--- src/rtl/mem_arbiter_pkg.sv ---
// Shared types for the memory arbiter: FSM states, grant encoding and
// the wait-counter ceiling.
package arb_types;

  typedef enum logic [1:0] {
    IDLE   = 2'd0,
    I_BUSY = 2'd1,
    D_BUSY = 2'd2
  } arb_state_t;

  typedef enum logic {
    GRANT_I = 1'b0,
    GRANT_D = 1'b1
  } arb_grant_t;

  localparam logic [15:0] WAIT_CNT_MAX = 16'hFFFF;

  function automatic arb_state_t busy_state(input arb_grant_t g);
    arb_state_t s;
    if (g == GRANT_I) begin
      s = I_BUSY;
    end else begin
      s = D_BUSY;
    end
    return s;
  endfunction

endpackage

--- src/rtl/mem_arbiter_priority.sv ---
// Combinational grant selection for the memory arbiter.
// MEM_ARBITER_RR_EN selects round-robin; otherwise the data side wins contention.
module arb_priority
  import arb_types::*;
(
  input  logic       i_req,
  input  logic       d_req,
  input  arb_grant_t last_grant,
  output logic       grant_valid,
  output arb_grant_t grant
);

  assign grant_valid = i_req | d_req;

`ifdef MEM_ARBITER_RR_EN
  // Contention goes to whichever side was not granted last.
  always_comb begin
    grant = GRANT_D;
    if (i_req && d_req) begin
      if (last_grant == GRANT_D) begin
        grant = GRANT_I;
      end else begin
        grant = GRANT_D;
      end
    end else if (i_req) begin
      grant = GRANT_I;
    end else begin
      grant = GRANT_D;
    end
  end
`else
  logic unused_last_grant;
  assign unused_last_grant = (last_grant == GRANT_D);

  // Fixed priority: the data side always wins contention.
  always_comb begin
    grant = GRANT_D;
    if (d_req) begin
      grant = GRANT_D;
    end else if (i_req) begin
      grant = GRANT_I;
    end else begin
      grant = GRANT_D;
    end
  end
`endif

endmodule

--- src/rtl/mem_arbiter.sv ---
// Two-port (instruction/data) arbiter onto one shared memory port.
// Define MEM_ARBITER_RR_EN for round-robin contention handling.
module mem_arbiter
  import arb_types::*;
#(
  parameter int ADDR_WIDTH = 32,
  parameter int DATA_WIDTH = 32
) (
  input  logic                      clk,
  input  logic                      rst,
  input  logic                      i_read,
  input  logic [ADDR_WIDTH-1:0]     i_address,
  output logic [DATA_WIDTH-1:0]     i_rdata,
  output logic                      i_resp,
  input  logic                      d_read,
  input  logic                      d_write,
  input  logic [ADDR_WIDTH-1:0]     d_address,
  input  logic [DATA_WIDTH-1:0]     d_wdata,
  input  logic [DATA_WIDTH/8-1:0]   d_byte_enable,
  output logic [DATA_WIDTH-1:0]     d_rdata,
  output logic                      d_resp,
  output logic                      pmem_read,
  output logic                      pmem_write,
  output logic [ADDR_WIDTH-1:0]     pmem_address,
  output logic [DATA_WIDTH-1:0]     pmem_wdata,
  output logic [DATA_WIDTH/8-1:0]   pmem_byte_enable,
  input  logic [DATA_WIDTH-1:0]     pmem_rdata,
  input  logic                      pmem_resp
);

  arb_state_t state_r;
  arb_state_t state_nxt_s;
  arb_grant_t last_grant_r;
  arb_grant_t grant_s;
  logic       grant_valid_s;
  logic       d_req_s;
  logic       take_s;
  logic       done_s;
  logic [15:0] d_wait_cnt;

  assign d_req_s = d_read | d_write;
  assign take_s  = (state_r == IDLE) && grant_valid_s;
  assign done_s  = (state_r != IDLE) && pmem_resp;

  arb_priority u_priority (
    .i_req       (i_read),
    .d_req       (d_req_s),
    .last_grant  (last_grant_r),
    .grant_valid (grant_valid_s),
    .grant       (grant_s)
  );

  // Next-state logic; stray pmem_resp in IDLE falls through untouched.
  always_comb begin
    state_nxt_s = state_r;
    case (state_r)
      IDLE: begin
        if (grant_valid_s) begin
          state_nxt_s = busy_state(grant_s);
        end else begin
          state_nxt_s = IDLE;
        end
      end
      I_BUSY, D_BUSY: begin
        if (pmem_resp) begin
          state_nxt_s = IDLE;
        end else begin
          state_nxt_s = state_r;
        end
      end
      default: state_nxt_s = IDLE;
    endcase
  end

  // State register and round-robin pointer (reset to data-last-granted).
  always_ff @(posedge clk or negedge rst) begin
    if (!rst) begin
      state_r      <= IDLE;
      last_grant_r <= GRANT_D;
    end else begin
      state_r <= state_nxt_s;
      if (take_s) begin
        last_grant_r <= grant_s;
      end
    end
  end

  // Shared-port request fields, captured once at grant and held until resp.
  always_ff @(posedge clk or negedge rst) begin
    if (!rst) begin
      pmem_read        <= 1'b0;
      pmem_write       <= 1'b0;
      pmem_address     <= '0;
      pmem_wdata       <= '0;
      pmem_byte_enable <= '0;
    end else if (take_s) begin
      if (grant_s == GRANT_I) begin
        pmem_read        <= 1'b1;
        pmem_write       <= 1'b0;
        pmem_address     <= i_address;
        pmem_wdata       <= '0;
        pmem_byte_enable <= '0;
      end else begin
        pmem_read        <= ~d_write;
        pmem_write       <= d_write;
        pmem_address     <= d_address;
        pmem_wdata       <= d_wdata;
        pmem_byte_enable <= d_byte_enable;
      end
    end else if (done_s) begin
      pmem_read  <= 1'b0;
      pmem_write <= 1'b0;
    end
  end

  // Completion routing: only the granted side sees resp and read data.
  always_comb begin
    i_resp  = 1'b0;
    d_resp  = 1'b0;
    i_rdata = '0;
    d_rdata = '0;
    if (pmem_resp && (state_r == I_BUSY)) begin
      i_resp  = 1'b1;
      i_rdata = pmem_rdata;
    end else if (pmem_resp && (state_r == D_BUSY)) begin
      d_resp  = 1'b1;
      d_rdata = pmem_rdata;
    end else begin
      i_resp = 1'b0;
      d_resp = 1'b0;
    end
  end

  // Debug counter of data-side cycles spent waiting outside D_BUSY.
  always_ff @(posedge clk or negedge rst) begin
    if (!rst) begin
      d_wait_cnt <= 16'd0;
    end else if (d_resp) begin
      d_wait_cnt <= 16'd0;
    end else if (d_req_s && (state_r != D_BUSY) && (d_wait_cnt != WAIT_CNT_MAX)) begin
      d_wait_cnt <= d_wait_cnt + 16'd1;
    end
  end

endmodule

--- config.mk ---
export PLATFORM = sky130hd
export DESIGN_NAME = mem_arbiter
export DESIGN_NICKNAME = d
export VERILOG_FILES = /design/src/rtl/mem_arbiter_pkg.sv /design/src/rtl/mem_arbiter_priority.sv /design/src/rtl/mem_arbiter.sv
export SDC_FILE = /design/constraint.sdc
export NUM_CORES = 1
export LEC_CHECK = 0
export BUFFER_PORTS_ARGS = -buffer_cell sky130_fd_sc_hd__buf_2
export CAP_MARGIN = 10
export CORE_AREA = 5 5 109 111
export CTS_CLUSTER_SIZE = 28
export DETAILED_ROUTE_END_ITERATION = 10
export DIE_AREA = 0 0 114 116
export PLACE_DENSITY = 0.76
export SLEW_MARGIN = 5
export SYNTH_ARGS = -nofsm -noshare
export SYNTH_HDL_FRONTEND = slang
export SYNTH_HIERARCHICAL = 1
export SYNTH_SLANG_ARGS = --single-unit
--- constraint.sdc ---
create_clock -name clk -period 1.6 [get_ports clk]
set_clock_uncertainty 0.1 [all_clocks]
set_input_delay 0.32 -clock clk [delete_from_list [all_inputs] [get_ports clk]]
set_output_delay 0.32 -clock clk [all_outputs]
set_load 0.005 [all_outputs]
* After elaboration in Yosys (flattened, before gate mapping)
Cells that the tools add are included.
** Cells by class
- Add/subtract/negate cells :: 0
- $mul :: 0
- Div/mod/pow operators :: 0
- Order comparisons :: 0
- Equality and inequality tests :: 3
- Shifts and indexed selects :: 0
- Mux-type cells :: 20
- Bitwise logic cells :: 3
- Reduce and logical (&&, ||, !) cells :: 8
** Operators by type and width (count)
- two-way mux 32 bit :: 5
- two-way mux 1 bit :: 10
- two-way mux 2 bit :: 3
- logical AND 1 bit :: 4
- two-way mux 4 bit :: 1
- one-hot mux 2 bit (2 select lines) :: 1
- nonzero test 2 bit :: 2
- equality test 2 x 1 -> 1 bit (second input constant) :: 1
- equality test 2 bit (second input constant) :: 1
- logical NOT 2 bit :: 1
- inequality test 2 bit (second input constant) :: 1
- OR 1 bit :: 2
- OR reduction 2 bit :: 1
- NOT 1 bit :: 1
** Storage, ports and cells
- Register bits :: 72
- Bits in latches :: 0
- Bits in writable memories :: 0
- ROM bits :: 0
- Input bits :: 138
- Output and inout bits :: 136
- Word-level logic and storage cells :: 40
- Memories :: 0

* Longest topological paths before layout
Gate-level depths: netlist (run 1).
- Depth in word-level cells :: 5
- Mapped depth :: 7
- Depth with buffers taken out :: 4

* By module
The synthesis (run 1) kept the hierarchy.
** By module, submodules not included
- mem_arbiter :: instances 1, cells each 407, area an instance 4000.1 um^2, seq. area each 1828.0 um^2
- arb_priority :: instances 1, cells each 2, area an instance 12.5 um^2, seq. area each 0.0 um^2

* Least setup slack after synthesis (run 1)
No wires, ideal clock.
- Kind :: input -> register
- Start point :: in d_write
- End point :: reg pmem_address[17]
- Library setup time :: 0.074 ns
- Data arrival time :: 1.491 ns
- Data required time :: 1.426 ns
- Slack :: -0.065 ns
- Stages :: 7
- Buffers on the path :: 3
- Path through :: or2_2 > or2_1 > and2_1 > buf_6 > buf_6 > buf_8 > a21oi_4
** On the way
- Longest elaborated chain between the ends :: 3
- Elaborated cells on any way between the ends :: 5
- Classes of those cells :: mux: 2; bitwise: 2; reduce/logical: 1
** Ends and longest elaborated chain
- from (decl) :: line mem_arbiter.sv:16 : input logic d_write,
- OR 1 bit :: line mem_arbiter.sv:41 : assign d_req_s = d_read | d_write;
- OR 1 bit :: line mem_arbiter_priority.sv:13 : assign grant_valid = i_req | d_req;
- via grant_valid_s :: line mem_arbiter.sv:35 : logic grant_valid_s;
- logical AND 1 bit :: line mem_arbiter.sv:42 : assign take_s = (state_r == IDLE) && grant_valid_s;
- to (signal assigned) :: line mem_arbiter.sv:100 : pmem_address <= i_address;
- to (signal assigned) :: line mem_arbiter.sv:106 : pmem_address <= d_address;
- to (decl) :: line mem_arbiter.sv:24 : output logic [ADDR_WIDTH-1:0] pmem_address,
The timed path passes the listed nets, and every way through them passes these cells.
A chain may end at the register's enable or synchronous reset.

* Final worst setup path (run 1)
- Start point :: reg state_r[1]
- End point :: out d_rdata[29]
** On the way
- Longest elaborated chain between the ends :: 4
- Elaborated cells on any way between the ends :: 6
- Classes of those cells :: eq/ne: 2; mux: 2; reduce/logical: 2
** Ends and longest elaborated chain
- from (decl) :: line mem_arbiter.sv:31 : arb_state_t state_r;
- from (signal assigned) :: line mem_arbiter.sv:81 : state_r <= state_nxt_s;
- equality test 2 bit :: line mem_arbiter.sv:125 : end else if (pmem_resp && (state_r == D_BUSY)) begin
- logical AND 1 bit :: line mem_arbiter.sv:125
- two-way mux 32 bit :: line mem_arbiter.sv:125
- two-way mux 32 bit * :: line mem_arbiter.sv:122 : if (pmem_resp && (state_r == I_BUSY)) begin
- to (decl) :: line mem_arbiter.sv:20 : output logic [DATA_WIDTH-1:0] d_rdata,
Mark *: on every way between the ends. The rest lies on a longest branch, timed or not.

==> flow_metrics.tcl, run 1 <==
set metrics [dict create \
    timing.critical_path.required_ns 1.18 \
    mostFrequentLayoutCells "269 x buf_2, 72 x dfrtp_1, 37 x nand4_1, 37 x o21ai_0, 36 x inv_1" \
    initial_util_pct 37.19 \
    largest_net_degree_at_the_start_of_global_routing 73 \
    post_layout_nonfiller_instances 823 \
    dpl.cell_count 804 \
    tritoncts.num_buffers 9 \
    finalSetupViolations 66 \
    cts_num_sinks 72 \
    hold_path_depth 3 \
    total_standard_cell_area_after_synthesis_mm2 0.003979 \
    number_of_global_route_vias_before_repair 4115 \
    hold_path_end "pmem_wdata[22]$_DFFE_PN0P_" \
    layout_min_cycle_time_ns 2.067 \
    die-width_um 114 \
    critical_path.reg2reg.startpoint "state_r[0]$_DFFE_PN0P_" \
    io_buffer_count 273 \
    routed_wirelength_mm 13.33 \
    ctsRootBufferMaster "clkbuf_8" \
    die-height_um 116 \
    crit_type "flip-flop to output pin" \
    layout-drive-gt1-share_pct 52.57 \
    netlist_instances 407 \
    r2r_cells 6 \
    rsz0062_at_grt "true" \
    critical_path.reg2reg.endpoint "pmem_write$_DFFE_PN0P_" \
    max-cap-violations 0 \
    h-tree-depth 3 \
    hold_start "d_wdata[22]" \
    fmax_mhz 483.8 \
    area_growth_pct 47.83 \
    leakage_uw 0.003353 \
    finalCritPeriodShare_pct 129.2 \
    hold_ws_ns 0.1310 \
    finalHoldViolCount 0 \
    tritoncts "built" \
    dieArea_mm2 0.01322 \
    via_count 4120 \
    holdCritPathClass "primary input to flip-flop" \
    grt_remaining_overflow 0 \
    path_clk_slew_ns 0.08 \
    reg2reg_setup_slack_ns 0.07 \
    slew_headroom_pct 71.55 \
    grt_pass1_wl_mm 20.59 \
    worstSkewPairLatency_ns 0.34 \
    critical_path_peak_fanout 11 \
    post_cts_buffers 0 \
    endpoint_kind "output pin" \
    ios 274 \
    worstSetupStartpointType "flip-flop" \
    worst-slew-pin-transition_ns 0.4268 \
    post-route-drc-count 0 \
    timing_max_transition_violations_final 0 \
    status "finished with violations" \
    detailedRoute.firstIterationViolations 138 \
    post_synth.cell_area_avg_um2 9.776 \
    yosysWarningCount 6 \
    cts.path.max_buffers 2 \
    power_density_over_cell_area_mw_per_mm2 1502 \
    track_usage_pct 19.54 \
    violated_checks "negative setup slack" \
    fin_nets 818 \
    routed_wire_length_per_instance_um 16.19 \
    met1Wirelength_mm 4.730 \
    postRouteAntennaNets 0 \
    layout_commonest_cell "buf_2" \
    grt_antenna_before_repair 2 \
    core_region_area_mm2 0.01070 \
    layout_setup_ws_ns -0.4670 \
    place_congestion 0.8789 \
    synth_fp_nets 548 \
    routed.top_layer "met4" \
    firstDrtPassIters 4 \
    ir_drop_v 0.0007534 \
    hpwlAfterDp_mm 10.22 \
    finalSetupTns_ns -23.90 \
    wire_length_on_met2_mm 7.012 \
    placement_rows 38 \
    route.met3.wl_mm 1.227 \
    worst-endpoint-arrival_ns 1.65 \
    routed_via_count_divided_by_cell_count 5.006 \
]
-- worst max path at each step --
stage	start	endpoint	slack [ns]	cells after the start
2_1_floorplan	state_r[1]$_DFFE_PN0P_	d_rdata[22]	0.006	5
3_3_place_gp	d_write	pmem_address[26]$_DFFE_PN0P_	-0.17	6
3_5_place_dp	d_write	pmem_wdata[23]$_DFFE_PN0P_	-0.26	6
4_1_cts	state_r[1]$_DFFE_PN0P_	d_rdata[16]	-0.50	6
5_1_grt	state_r[1]$_DFFE_PN0P_	d_rdata[29]	-0.55	6
6_report	state_r[1]$_DFFE_PN0P_	d_rdata[29]	-0.47	6
-- what timing repair did --
| action | CTS | global route |
|---|---|---|
| resized for setup | 16 | 4 |
| gates cloned | 1 | 0 |
| hold buffers | 1 | 0 |
| endpoints found under the setup margin | 122 | 128 |
| hold endpoints to repair | 72 | 0 |
| pin swaps | 1 | 1 |
-- registers in the layout (all words and copies together) (netlist names) --
signal and flops:
pmem_address 32, pmem_byte_enable 4, pmem_read 1, pmem_wdata 32
pmem_write 1, state_r 2
-- layout make-up --
cell class	count	area [um^2]
clock inverters	4	70.07
clock buffers	11	131.4
fillers	948	4816
well taps	140	175.2
inverters	38	142.6
diodes	2	5.005
flip-flops and latches	72	1802
repair buffers	301	1709
multi-input cells	255	1847
-- per-layer routing --
layer | GRT usage (%) | vias to the layer above
li1 | - | 1953
met1 | 21.33 | 1935
met2 | 35.91 | 208
met3 | 5.013 | 24
met4 | 8.234 | 0
met5 | 0 | -
-- per-stage QoR --
step                      total power, uW  util [%]  area, um^2  setup WS, ns
after global placement               7046     52.06        5569       -0.1667
final                                8835     54.98        5882       -0.4670
after detailed placement             7191     52.06        5569       -0.2586
after global routing                 9545     54.98        5882       -0.5477
after floorplan                      5419         -        4026      0.006457
after CTS                            8919     54.77        5859       -0.4952
-- power breakdown --
part	internal, uW	switching (uW)	total, uW	leakage [uW]
clock	866	645	1510	0.000103
combinational	1970	2150	4120	0.00240
sequential	2690	507	3200	0.000852
total	5530	3300	8830	0.00335
-- critical path, cell delays in order (launching register included) --
cell and delay (ns):
dfrtp_1 0.40, inv_2 0.06, ha_2 0.17, and3b_2 0.25, buf_12 0.15, and2_1 0.15, buf_2 0.12
No activity file was read; power rests on OpenSTA's default activity.
==> run 2, diff against run 1 <==
--- a/config.mk
+++ b/config.mk
@@ -7,11 +7,13 @@
 export LEC_CHECK = 0
 export BUFFER_PORTS_ARGS = -buffer_cell sky130_fd_sc_hd__buf_2
 export CAP_MARGIN = 10
-export CORE_AREA = 5 5 109 111
+export CELL_PAD_IN_SITES_DETAIL_PLACEMENT = 2
+export CELL_PAD_IN_SITES_GLOBAL_PLACEMENT = 2
+export CORE_AREA = 5 5 136 138
 export CTS_CLUSTER_SIZE = 28
 export DETAILED_ROUTE_END_ITERATION = 10
-export DIE_AREA = 0 0 114 116
-export PLACE_DENSITY = 0.76
+export DIE_AREA = 0 0 141 143
+export PLACE_DENSITY_LB_ADDON = 0.1
 export SLEW_MARGIN = 5
 export SYNTH_ARGS = -nofsm -noshare
 export SYNTH_HDL_FRONTEND = slang
==> constraint.sdc (replaced) <==
create_clock -name clk -period 2.64 [get_ports clk]
set_clock_uncertainty 0.1 [all_clocks]
set_input_delay 0.528 -clock clk [delete_from_list [all_inputs] [get_ports clk]]
set_output_delay 0.528 -clock clk [all_outputs]
set_load 0.005 [all_outputs]
==> flow_metrics.tcl, run 2 (same netlist as run 1, synthesis figures left out) <==
set metrics [dict create \
    status "completed" \
    layout_min_cycle_time_ns 2.473 \
    crit_path_cell_trace "inv_1 > ha_1 > and3b_4 > and2_1 > buf_2" \
    cts.path.max_buffers 2 \
    placement_rows 48 \
    largest_net_degree_at_the_start_of_global_routing 76 \
    hpwlAfterDp_mm 12.53 \
    post_cts_buffers 0 \
    routed_via_count_divided_by_cell_count 4.529 \
    ir_drop_v 0.0003731 \
    path_clk_slew_ns 0.06 \
    routed_wirelength_mm 16.33 \
    tritoncts.num_buffers 9 \
    timing_max_transition_violations_final 0 \
    place_congestion 0.8770 \
    worstSkewPairLatency_ns 0.33 \
    layout_commonest_cell "buf_2" \
    leakage_uw 0.003264 \
    power_density_over_cell_area_mw_per_mm2 947.4 \
    tritoncts "built" \
    crit_path_top_delay_cell "and3b_4" \
    die-width_um 141 \
    worstSetupStartpointType "flip-flop" \
    fin_nets 798 \
    routed_wire_length_per_instance_um 18.41 \
    layout_setup_ws_ns 0.1667 \
    initial_util_pct 23.33 \
    slew_headroom_pct 37.44 \
    postRouteAntennaNets 0 \
    cts_num_sinks 72 \
    detailedRoute.firstIterationViolations 106 \
    core_region_area_mm2 0.01706 \
    finalSetupTns_ns 0 \
    die-height_um 143 \
    critical_path_peak_fanout 33 \
    dpl-instance-area_mm2 0.005461 \
    pre_cts_slack_ns 0.1829 \
    grt_remaining_overflow 0 \
    io_buffer_count 273 \
    area_growth_pct 44.87 \
    grt_pass1_wl_mm 24.78 \
    finalCritPeriodShare_pct 93.69 \
    endpoint_kind "output pin" \
    crit_type "flip-flop to output pin" \
    finalSetupViolations 0 \
    firstDrtPassIters 4 \
    fmax_mhz 404.3 \
    dieArea_mm2 0.02016 \
    grt_antenna_before_repair 0 \
    timing.critical_path.required_ns 2.01 \
    worst-endpoint-arrival_ns 1.85 \
    num_antenna_cells 0 \
    post-route-drc-count 0 \
    rsz0062_at_grt "false" \
    holdCritPathClass "primary input to async pin" \
    leading_registers_by_flop_count "pmem_address: 32 flops, pmem_wdata: 32 flops, pmem_byte_enable: 4 flops" \
    mostFrequentLayoutCells "272 x buf_2, 72 x dfrtp_1, 44 x a21oi_1, 38 x inv_1" \
    fin_area_mm2 0.005764 \
    ctsRootBufferMaster "clkbuf_16" \
    number_of_global_route_vias_before_repair 4358 \
    h-tree-depth 3 \
    worst-slew-pin-transition_ns 0.9384 \
    critPathBufInv 2 \
    track_usage_pct 15.58 \
    layout-drive-gt1-share_pct 48.64 \
    number_of_inserted_filler_cells_in_the_final_layout 1955 \
    critical-path-max-stage-delay_ns 0.50 \
    ios 274 \
    finalHoldViolCount 0 \
    via_count 4017 \
    worst_path_dominant_cell_family "simple AND/OR/NAND/NOR gates" \
    max-cap-violations 0 \
]
==> run 2: cell count changes in the layout (fill, tap and decap cells not counted), moves of 4 or more <==
cell	before	now
a21oi_2	20	10
and2_1	29	33
clkbuf_8	9	2
clkbuf_16	0	9
and2_4	5	1
buf_4	16	7
buf_6	8	0
a21oi_1	34	44
==> run 2: power by group <==
group / internal (uW) / switching [uW]
clock: 780 / 450
combinational: 964 / 1330
sequential: 1640 / 295
total: 3380 / 2080
==> run 2: timing repair <==
action / in CTS / in global routing
endpoints found under the setup margin: 0 / 13
hold endpoints to repair: 0 / 0
resized for setup: 0 / 1
hold buffers: 0 / 0
==> run 2: per-stage QoR <==
step / hold slack, ns / total power (uW) / std cells / utilization [%]
4_1_cts: 0.05886 / 5622 / 887 / 33.78
2_1_floorplan: 0.1324 / 3228 / 407 / -
3_5_place_dp: 0.4053 / 4342 / 871 / 32.02
5_1_grt: 0.07517 / 5916 / 887 / 33.80
6_report: 0.04027 / 5461 / 887 / 33.80
3_3_place_gp: 0.3921 / 4234 / 871 / 32.02
==> run 2: worst reg2reg max path, cell delays in order (launching register included) <==
cell,delay [ns]
dfrtp_1,0.40
inv_1,0.10
ha_2,0.18
and2_4,0.75
o21ai_0,0.22
==> run 2: final cells by class <==
| cell class | instances | area [um^2] | share of cell area, % |
|---|---|---|---|
| timing repair buffer | 281 | 1454 | 25.22 |
| tap | 225 | 281.5 | 4.884 |
| inverter | 38 | 142.6 | 2.474 |
| multi-input combinational | 255 | 1784 | 30.95 |
| clock buffer | 13 | 260.3 | 4.515 |
| sequential | 72 | 1802 | 31.26 |
| clock inverter | 3 | 40.04 | 0.6946 |
==> run 2: final timing paths <==
kind                                        start                         end  slack [ns]  depth (start not counted)
setup / recovery           state_r[1]$_DFFE_PN0P_                 d_rdata[12]        0.17                          5
hold / removal                                rst  pmem_wdata[30]$_DFFE_PN0P_        0.04                          1
setup reg to reg           state_r[0]$_DFFE_PN0P_   pmem_wdata[2]$_DFFE_PN0P_        0.72                          4
hold reg to reg             pmem_read$_DFFE_PN0P_       pmem_read$_DFFE_PN0P_        0.41                          1
max in group asynchronous                     rst   pmem_wdata[2]$_DFFE_PN0P_        1.79                          2
min in group clk                       d_wdata[4]   pmem_wdata[4]$_DFFE_PN0P_        0.35                          3
==> run 2: routing by layer <==
layer  GRT usage (%)  vias up  part of all wire (%)
met5               0        -                     0
met4           4.589        0                   1.1
met3           4.153       10                   7.3
met2           28.35      165                    53
met1           17.97     1938                    39
li1                -     1904                     -
